[src/rtl/seq_adder_pkg.sv]
// Shared types and helpers for the sequential chunked adder.
package seq_adder_pkg;

    typedef enum logic [1:0] {IDLE, CALC, DONE} state_t;

    // Index width that never collapses to zero bits when there is a single chunk.
    function automatic int unsigned clog2_safe(input int unsigned n);
        return (n <= 2) ? 1 : $clog2(n);
    endfunction

endpackage

[src/rtl/chunk_adder.sv]
// Combinational CHUNK-bit ripple-carry adder slice.
module chunk_adder #(
    parameter int unsigned CHUNK = 4
) (
    input  logic [CHUNK-1:0] x,
    input  logic [CHUNK-1:0] y,
    input  logic             cin,
    output logic [CHUNK-1:0] s,
    output logic             cout
);

    logic [CHUNK:0] c;

    always_comb begin
        c    = '0;
        s    = '0;
        c[0] = cin;
        for (int i = 0; i < int'(CHUNK); i++) begin
            s[i]   = x[i] ^ y[i] ^ c[i];
            c[i+1] = (x[i] & y[i]) | (c[i] & (x[i] ^ y[i]));
        end
        cout = c[CHUNK];
    end

endmodule

[src/rtl/seq_chunk_adder.sv]
// Multi-cycle adder: a + b + ci computed one CHUNK-bit slice per clock behind valid/ready.
// Optional subtract mode (a + ~b + ci) enabled by defining SEQ_CHUNK_ADDER_SUB_EN.
module seq_chunk_adder
    import seq_adder_pkg::*;
#(
    parameter int unsigned WIDTH = 32,
    parameter int unsigned CHUNK = 4
) (
    input  logic             clk,
    input  logic             rst_n,
    input  logic             in_valid,
    output logic             in_ready,
    input  logic [WIDTH-1:0] a,
    input  logic [WIDTH-1:0] b,
    input  logic             ci,
`ifdef SEQ_CHUNK_ADDER_SUB_EN
    input  logic             sub,
`endif
    output logic             out_valid,
    input  logic             out_ready,
    output logic [WIDTH:0]   sum
);

    localparam int unsigned NCHUNK = WIDTH / CHUNK;
    localparam int unsigned IDXW   = clog2_safe(NCHUNK);
    localparam logic [IDXW-1:0] LAST_IDX = IDXW'(NCHUNK - 1);

    state_t           state_q, state_d;
    logic [WIDTH-1:0] a_q, a_d;
    logic [WIDTH-1:0] b_q, b_d;
    logic [IDXW-1:0]  idx_q, idx_d;
    logic             carry_q, carry_d;
    logic [WIDTH:0]   sum_q, sum_d;

    logic [CHUNK-1:0] slice_a, slice_b, slice_s;
    logic             slice_cout;
    logic             b_inv;

`ifdef SEQ_CHUNK_ADDER_SUB_EN
    assign b_inv = sub;
`else
    assign b_inv = 1'b0;
`endif

    assign slice_a = a_q[32'(idx_q) * CHUNK +: CHUNK];
    assign slice_b = b_q[32'(idx_q) * CHUNK +: CHUNK];

    chunk_adder #(
        .CHUNK(CHUNK)
    ) u_chunk_adder (
        .x   (slice_a),
        .y   (slice_b),
        .cin (carry_q),
        .s   (slice_s),
        .cout(slice_cout)
    );

    always_comb begin
        state_d = state_q;
        a_d     = a_q;
        b_d     = b_q;
        idx_d   = idx_q;
        carry_d = carry_q;
        sum_d   = sum_q;
        unique case (state_q)
            IDLE: begin
                if (in_valid) begin
                    a_d     = a;
                    // Subtract mode stores the complemented operand so CALC stays add-only.
                    b_d     = b_inv ? ~b : b;
                    idx_d   = '0;
                    carry_d = ci;
                    state_d = CALC;
                end
            end
            CALC: begin
                sum_d[32'(idx_q) * CHUNK +: CHUNK] = slice_s;
                carry_d = slice_cout;
                if (idx_q == LAST_IDX) begin
                    sum_d[WIDTH] = slice_cout;
                    idx_d        = '0;
                    state_d      = DONE;
                end else begin
                    idx_d = idx_q + 1'b1;
                end
            end
            DONE: begin
                if (out_ready) begin
                    state_d = IDLE;
                end
            end
            default: state_d = IDLE;
        endcase
    end

    always_ff @(posedge clk) begin
        if (!rst_n) begin
            state_q <= IDLE;
            a_q     <= '0;
            b_q     <= '0;
            idx_q   <= '0;
            carry_q <= 1'b0;
            sum_q   <= '0;
        end else begin
            state_q <= state_d;
            a_q     <= a_d;
            b_q     <= b_d;
            idx_q   <= idx_d;
            carry_q <= carry_d;
            sum_q   <= sum_d;
        end
    end

    assign in_ready  = (state_q == IDLE);
    assign out_valid = (state_q == DONE);
    assign sum       = sum_q;

endmodule

[config.mk]
export PLATFORM = sky130hd
export DESIGN_NAME = seq_chunk_adder
export DESIGN_NICKNAME = d
export VERILOG_FILES = /design/src/rtl/seq_adder_pkg.sv /design/src/rtl/chunk_adder.sv /design/src/rtl/seq_chunk_adder.sv
export SDC_FILE = /design/constraint.sdc
export NUM_CORES = 1
export LEC_CHECK = 0
export CAP_MARGIN = 10
export CORE_UTILIZATION = 40
export DETAILED_ROUTE_END_ITERATION = 8
export PLACE_DENSITY = 0.72
export SETUP_SLACK_MARGIN = 0.15
export SYNTH_ARGS = -nofsm -noshare
export SYNTH_HDL_FRONTEND = slang
export SYNTH_HIERARCHICAL = 1
export SYNTH_SLANG_ARGS = --single-unit
[constraint.sdc]
create_clock -name clk -period 4.7 [get_ports clk]
set_input_delay 0.94 -clock clk [delete_from_list [all_inputs] [get_ports clk]]
set_output_delay 0.94 -clock clk [all_outputs]
set_load 0.005 [all_outputs]
* Yosys cells after proc, flatten, opt, wreduce, memory -nomap -nowiden
Cells that the tools add are included. W data, S select, Z words.
Operators by class: $add $sub $neg 2, multipliers 0, divide/modulo/power cells 0, $lt $le $gt $ge 0, equal/unequal tests 6, shift-type cells 4, muxes and demuxes 11, bitwise gates (word level) 20, reductions and logical operators 5
Operators with widths (number):
- $shiftx A32 B6 Y4 | 2
- $neg A5 Y34 | 1
- $shift A4 B34 Y33 const A | 1
- $shiftx A4 B34 Y33 | 1
- $bwmux W33 | 1
- $and A1 B1 Y1 | 8
- $xor A1 B1 Y1 | 8
- $mux W2 | 3
- $mux W3 | 2
- $pmux W2 S3 | 1
- $pmux W3 S2 | 1
- $ne A2 B2 Y1 const B | 2
- $or A1 B1 Y1 | 4
- $reduce_and A2 Y1 | 2
- $add A3 B1 Y3 const B | 1
- $eq A3 B3 Y1 const B | 1
- $reduce_and A3 Y1 | 1
- $eq A2 B1 Y1 const B | 1
- $eq A2 B2 Y1 const B | 1
- $logic_not A2 Y1 | 1
- $mux W1 | 2
- $ne A2 B1 Y1 const B | 1
- $pmux W1 S2 | 1
- $reduce_bool A2 Y1 | 1
Storage, ports and cells: bits in registers 103, latch bits 0, bits in writable memories 0, bits in read-only memories 0, bits of input ports 69, output and inout port bits 35, logic and storage cells 54, memories kept 0

* Depth between registers and ports, before layout
word-level depth 12, gate-level depth with buffers 15, depth with buffers taken out 13

* Cells and area by module
Netlist, hierarchy kept.
Modules (own cells, without submodules):
- seq_chunk_adder | times used 1, cells each 519, area each 4483.0 sq um, seq. area each 2062.0 sq um
- chunk_adder | times used 1, cells each 14, area each 117.6 sq um, seq. area each 0.0 sq um

* Least setup slack after synthesis
No wires, ideal clock.
path kind register to register, start point register idx_q[0], end point register sum_q[23] (netlist: sum[23]), library setup time 0.072 ns, data arrival time 3.355 ns, required time 4.628 ns, slack 1.274 ns, cell stages (with the launch flop) 16, path buffers 2, period minus slack after synthesis 3.426 ns, path through dfxtp_1 > buf_6 > buf_2 > mux4_2 > nand2_1 > nand2_1 > fa_1 > inv_1 > fa_1 > inv_1 > fa_1 > inv_1 > fa_1 > inv_1 > nand4_1 > mux2i_1
Between the ends: cells in the longest elaborated chain, start to end 11, elaborated cells on any way between the ends 23, classes of those cells 1 x add/sub; 4 x shift; 1 x mux; 17 x bitwise
Ends and longest elaborated chain:
- start: declaration | line seq_chunk_adder.sv:31 | logic [IDXW-1:0] idx_q, idx_d;
- start signal: assignment | line seq_chunk_adder.sv:108 | idx_q <= idx_d;
- $shiftx A32 B6 Y4 (*) | line seq_chunk_adder.sv:46 | assign slice_b = b_q[32'(idx_q) * CHUNK +: CHUNK];
- net slice_b[0] | line seq_chunk_adder.sv:35 | logic [CHUNK-1:0] slice_a, slice_b, slice_s;
- $xor A1 B1 Y1 | line chunk_adder.sv:20 | c[i+1] = (x[i] & y[i]) | (c[i] & (x[i] ^ y[i]));
- $and A1 B1 Y1 | line chunk_adder.sv:20
- $or A1 B1 Y1 (*) | line chunk_adder.sv:20
- $and A1 B1 Y1 (*) | line chunk_adder.sv:20
- $or A1 B1 Y1 (*) | line chunk_adder.sv:20
- $and A1 B1 Y1 (*) | line chunk_adder.sv:20
- $or A1 B1 Y1 (*) | line chunk_adder.sv:20
- $xor A1 B1 Y1 (*) | line chunk_adder.sv:19 | s[i] = x[i] ^ y[i] ^ c[i];
- net slice_s[3] | line seq_chunk_adder.sv:35
- $shiftx A4 B34 Y33 (*) | line seq_chunk_adder.sv:77 | sum_d[32'(idx_q) * CHUNK +: CHUNK] = slice_s;
- $bwmux W33 (*) | line seq_chunk_adder.sv:77
- end signal: assignment | line seq_chunk_adder.sv:110 | sum_q <= sum_d;
- end: declaration | line seq_chunk_adder.sv:33 | logic [WIDTH:0] sum_q, sum_d;
The timed path passes the listed nets; every way through them passes the cells marked *. A chain may end at the register's enable or synchronous reset.

* Worst setup path in the final report
Same ends and word-level chain as after synthesis.

==> flow_summary.toml <==
[finish]
final_cell_area_sq_um = 5990
synthToLayoutAreaGrowth_pct = 30.1
instances_no_fill = 757
layout.nets = 692
num_antenna_cells = 0
fillers = 1022
drive_gt1_share_pct = 8.27

[sta]
min_period_over_period_pct = 81.2
slew_headroom_pct = 21.2
tns_ns = 0
fin_skew_ns = 0.00655
setup_viol_count_final = 0
holdWs_ns = 0.453
max_freq_mhz = 262
final_max_slew_viol_count = 0
rsz0062_at_grt = "false"
hold_viol = 0
setup_ws_ns = 0.883
fin_crit_ns = 3.82
worst_pin_slew_ns = 1.18

[global_route]
grt_start_max_net_pins = 75
grt_usage_pct = 18.9
antenna_found_initial = 0
grt_pass1_vias = 3791
grt_overflow = 0
grt_pass1_wl_mm = 17.6

[setup_path]
crit_arrival_ns = 4.08
r2r_end = "sum[23]"
critical_path.max_fanout = 33
crit_type = "flip-flop to flip-flop"
cp_slowest_cell = "dfxtp_2"
slowest_delay_ns = 0.93
reg2reg_depth = 13
worstReg2RegStart = "idx_q[0]"
startpoint_type = "flip-flop"
setup.reg_to_reg.worst_slack_ns = 0.88
path_cells = "mux4_2 > nand2_1 > nand2_1 > fa_1 > inv_1 > fa_1 > inv_1 > fa_1 > inv_1 > fa_1 > inv_1 > nand4_1 > mux2i_1"
required_ns = 4.97
cp-end-kind = "flip-flop"

[synthesis]
synthFlopType = "dfxtp_1"
yosysUniqueCellTypes = 39
synthArstFlopShare_pct = 0
ys_seq_area_share_pct = 44.8
synthMostInstantiatedCell = "nand2_1"
syn_area_sq_um = 4600
yosys.area.top_type = "dfxtp_1"
synth_top_area_share_pct = 44.8
synth_area_leaders = "dfxtp_1, nand2_1, a21oi_1"
ys_ff_latch = 103
synth_nets = 613
synth-edff-count = 0
syn_inst = 533
syn_area_per_cell_sq_um = 8.63
ys_top_cells_by_count = "nand2_1, dfxtp_1, a21oi_1"
yosysWarningCount = 6

[placed_design]
place_ws_ns = 0.878
dp_hpwl_mm = 7.60
place_area_sq_um = 5680
dp.cells = 741
port_buffers = 103
gp_congestion = 0.769

[routing]
finalWirelength_mm = 10.6
wl_per_cell_microns = 14.0
drtPass1Iterations = 5
viasPerCell = 5.15
num_vias = 3895
drtAntennaViolNets = 0
drcViolationCount = 0
drtIter0Drc = 137

[clocking]
clock-sinks = 103
post_cts_buffers = 0
ctsHoldBuffers = 0
clk_pin_slew_worst_paths_ns = 0.07
ctsHtreeMaxLevel = 3
clockBufferDepth = 2
cts_resized = 0
clockRootBuffer = "clkbuf_16"
cts_buffers = 9
clock_latency_ns = 0.34
cts_tree = "done"

[min_path]
min-delay-start = "sum[12]"
hold_class = "flip-flop to flip-flop"
min_to = "sum[12]"
whs_path_depth = 2

[floorplan]
dieArea_sq_um = 11900
die_x_microns = 109
die_h_microns = 109
start_util_pct = 41.7
io_pins = 104
rows = 38
core_area_sq_um = 11000

[pwr]
p_leak_nw = 2.12
power.density_nw_per_um2 = 326
max-vdd-ir-drop_mv = 0.168

[job]
maxCapViolCount = 0

[outcome]
status = "finished clean"
-- cell usage in the layout (no fill, tap or decap), types with 2 or more instances in the layout --
master,instances
inv_1,13
mux4_2,16
nand2_1,181
or4b_2,2
clkdlybuf4s50_1,103
inv_6,3
clkbuf_16,9
ha_1,7
nand3_1,15
nor2_1,3
a21oi_1,72
nand2b_1,3
nor4b_1,2
buf_4,4
nor3_2,4
nor2b_1,4
clkinv_2,2
nand4_1,8
nand3b_1,4
fa_1,4
mux2i_1,28
nor4_2,3
dfxtp_1,102
o21ai_0,5
-- sequential cells by signal, summed over array words and instances, names as in the netlist --
| name | cells |
|---|---|
| b_q | 32 |
| state_q | 2 |
| sum | 33 |
| a_q | 32 |
| idx_q | 3 |
| carry_q | 1 |
-- worst max path at each step --
stage / startpoint / end / slack [ns] / cells after the start
2_1_floorplan: idx_q[0] / sum[23] / 1.27 / 15
3_3_place_gp: idx_q[0] / sum[7] / 0.95 / 13
3_5_place_dp: idx_q[0] / sum[7] / 0.88 / 13
4_1_cts: idx_q[0] / sum[23] / 0.85 / 13
5_1_grt: idx_q[0] / sum[7] / 0.55 / 13
6_report: idx_q[0] / sum[23] / 0.88 / 13
-- cells by family (layout without fill, tap and decap cells) --
kind of cell	Yosys count	after routing	share of synthesized area, %
and+or+nand+nor	238	238	23.4
DFF	103	103	44.8
AOI/OAI and AO/OA	83	83	9.41
buffers and inverters	54	138	4.76
muxes	44	44	13.9
adders and majority gates	11	11	3.64
-- report_power, final --
group,switching [W],leakage (nW),internal (W)
Clock,0.000326,0.154,0.000431
Combinational,0.000128,1.13,0.000122
Sequential,0.0000319,0.841,0.000910
-- worst max-delay path, delay by kind of cell, from the launching register on --
| kind | cells | cell delay, ns |
|---|---|---|
| fa+ha+maj | 4 | 1.32 |
| buf+inv | 4 | 0.37 |
| flops | 1 | 0.93 |
| mux | 2 | 0.81 |
| simple gates | 3 | 0.30 |
-- stage by stage --
step	total power (W)	utilization (%)
after CTS	0.00196	54.3
after global routing	0.00203	54.3
after detailed placement	0.00121	51.5
after global placement	0.00121	51.5
after floorplan	0.00111	-
final	0.00195	54.3
-- layout make-up --
cell class | count | area (sq um) | area share, %
Clock buffer | 10 | 239 | 3.99
Clock inverter | 6 | 66.3 | 1.11
Inverter | 15 | 56.3 | 0.941
Multi-Input combinational cell | 376 | 2320 | 38.8
Sequential cell | 103 | 2060 | 34.5
Tap cell | 140 | 175 | 2.93
Timing Repair Buffer | 107 | 1060 | 17.7
-- routing by layer --
| metal | global-route usage, % | routed length, microns | vias to the layer above |
|---|---|---|---|
| met5 | 0 | 0 | - |
| met4 | 5.14 | 106 | 0 |
| met3 | 4.12 | 604 | 10 |
| met2 | 31.8 | 5150 | 116 |
| met1 | 24.4 | 4730 | 1806 |
| li1 | - | - | 1963 |
No activity file was read; power rests on OpenSTA's default activity.
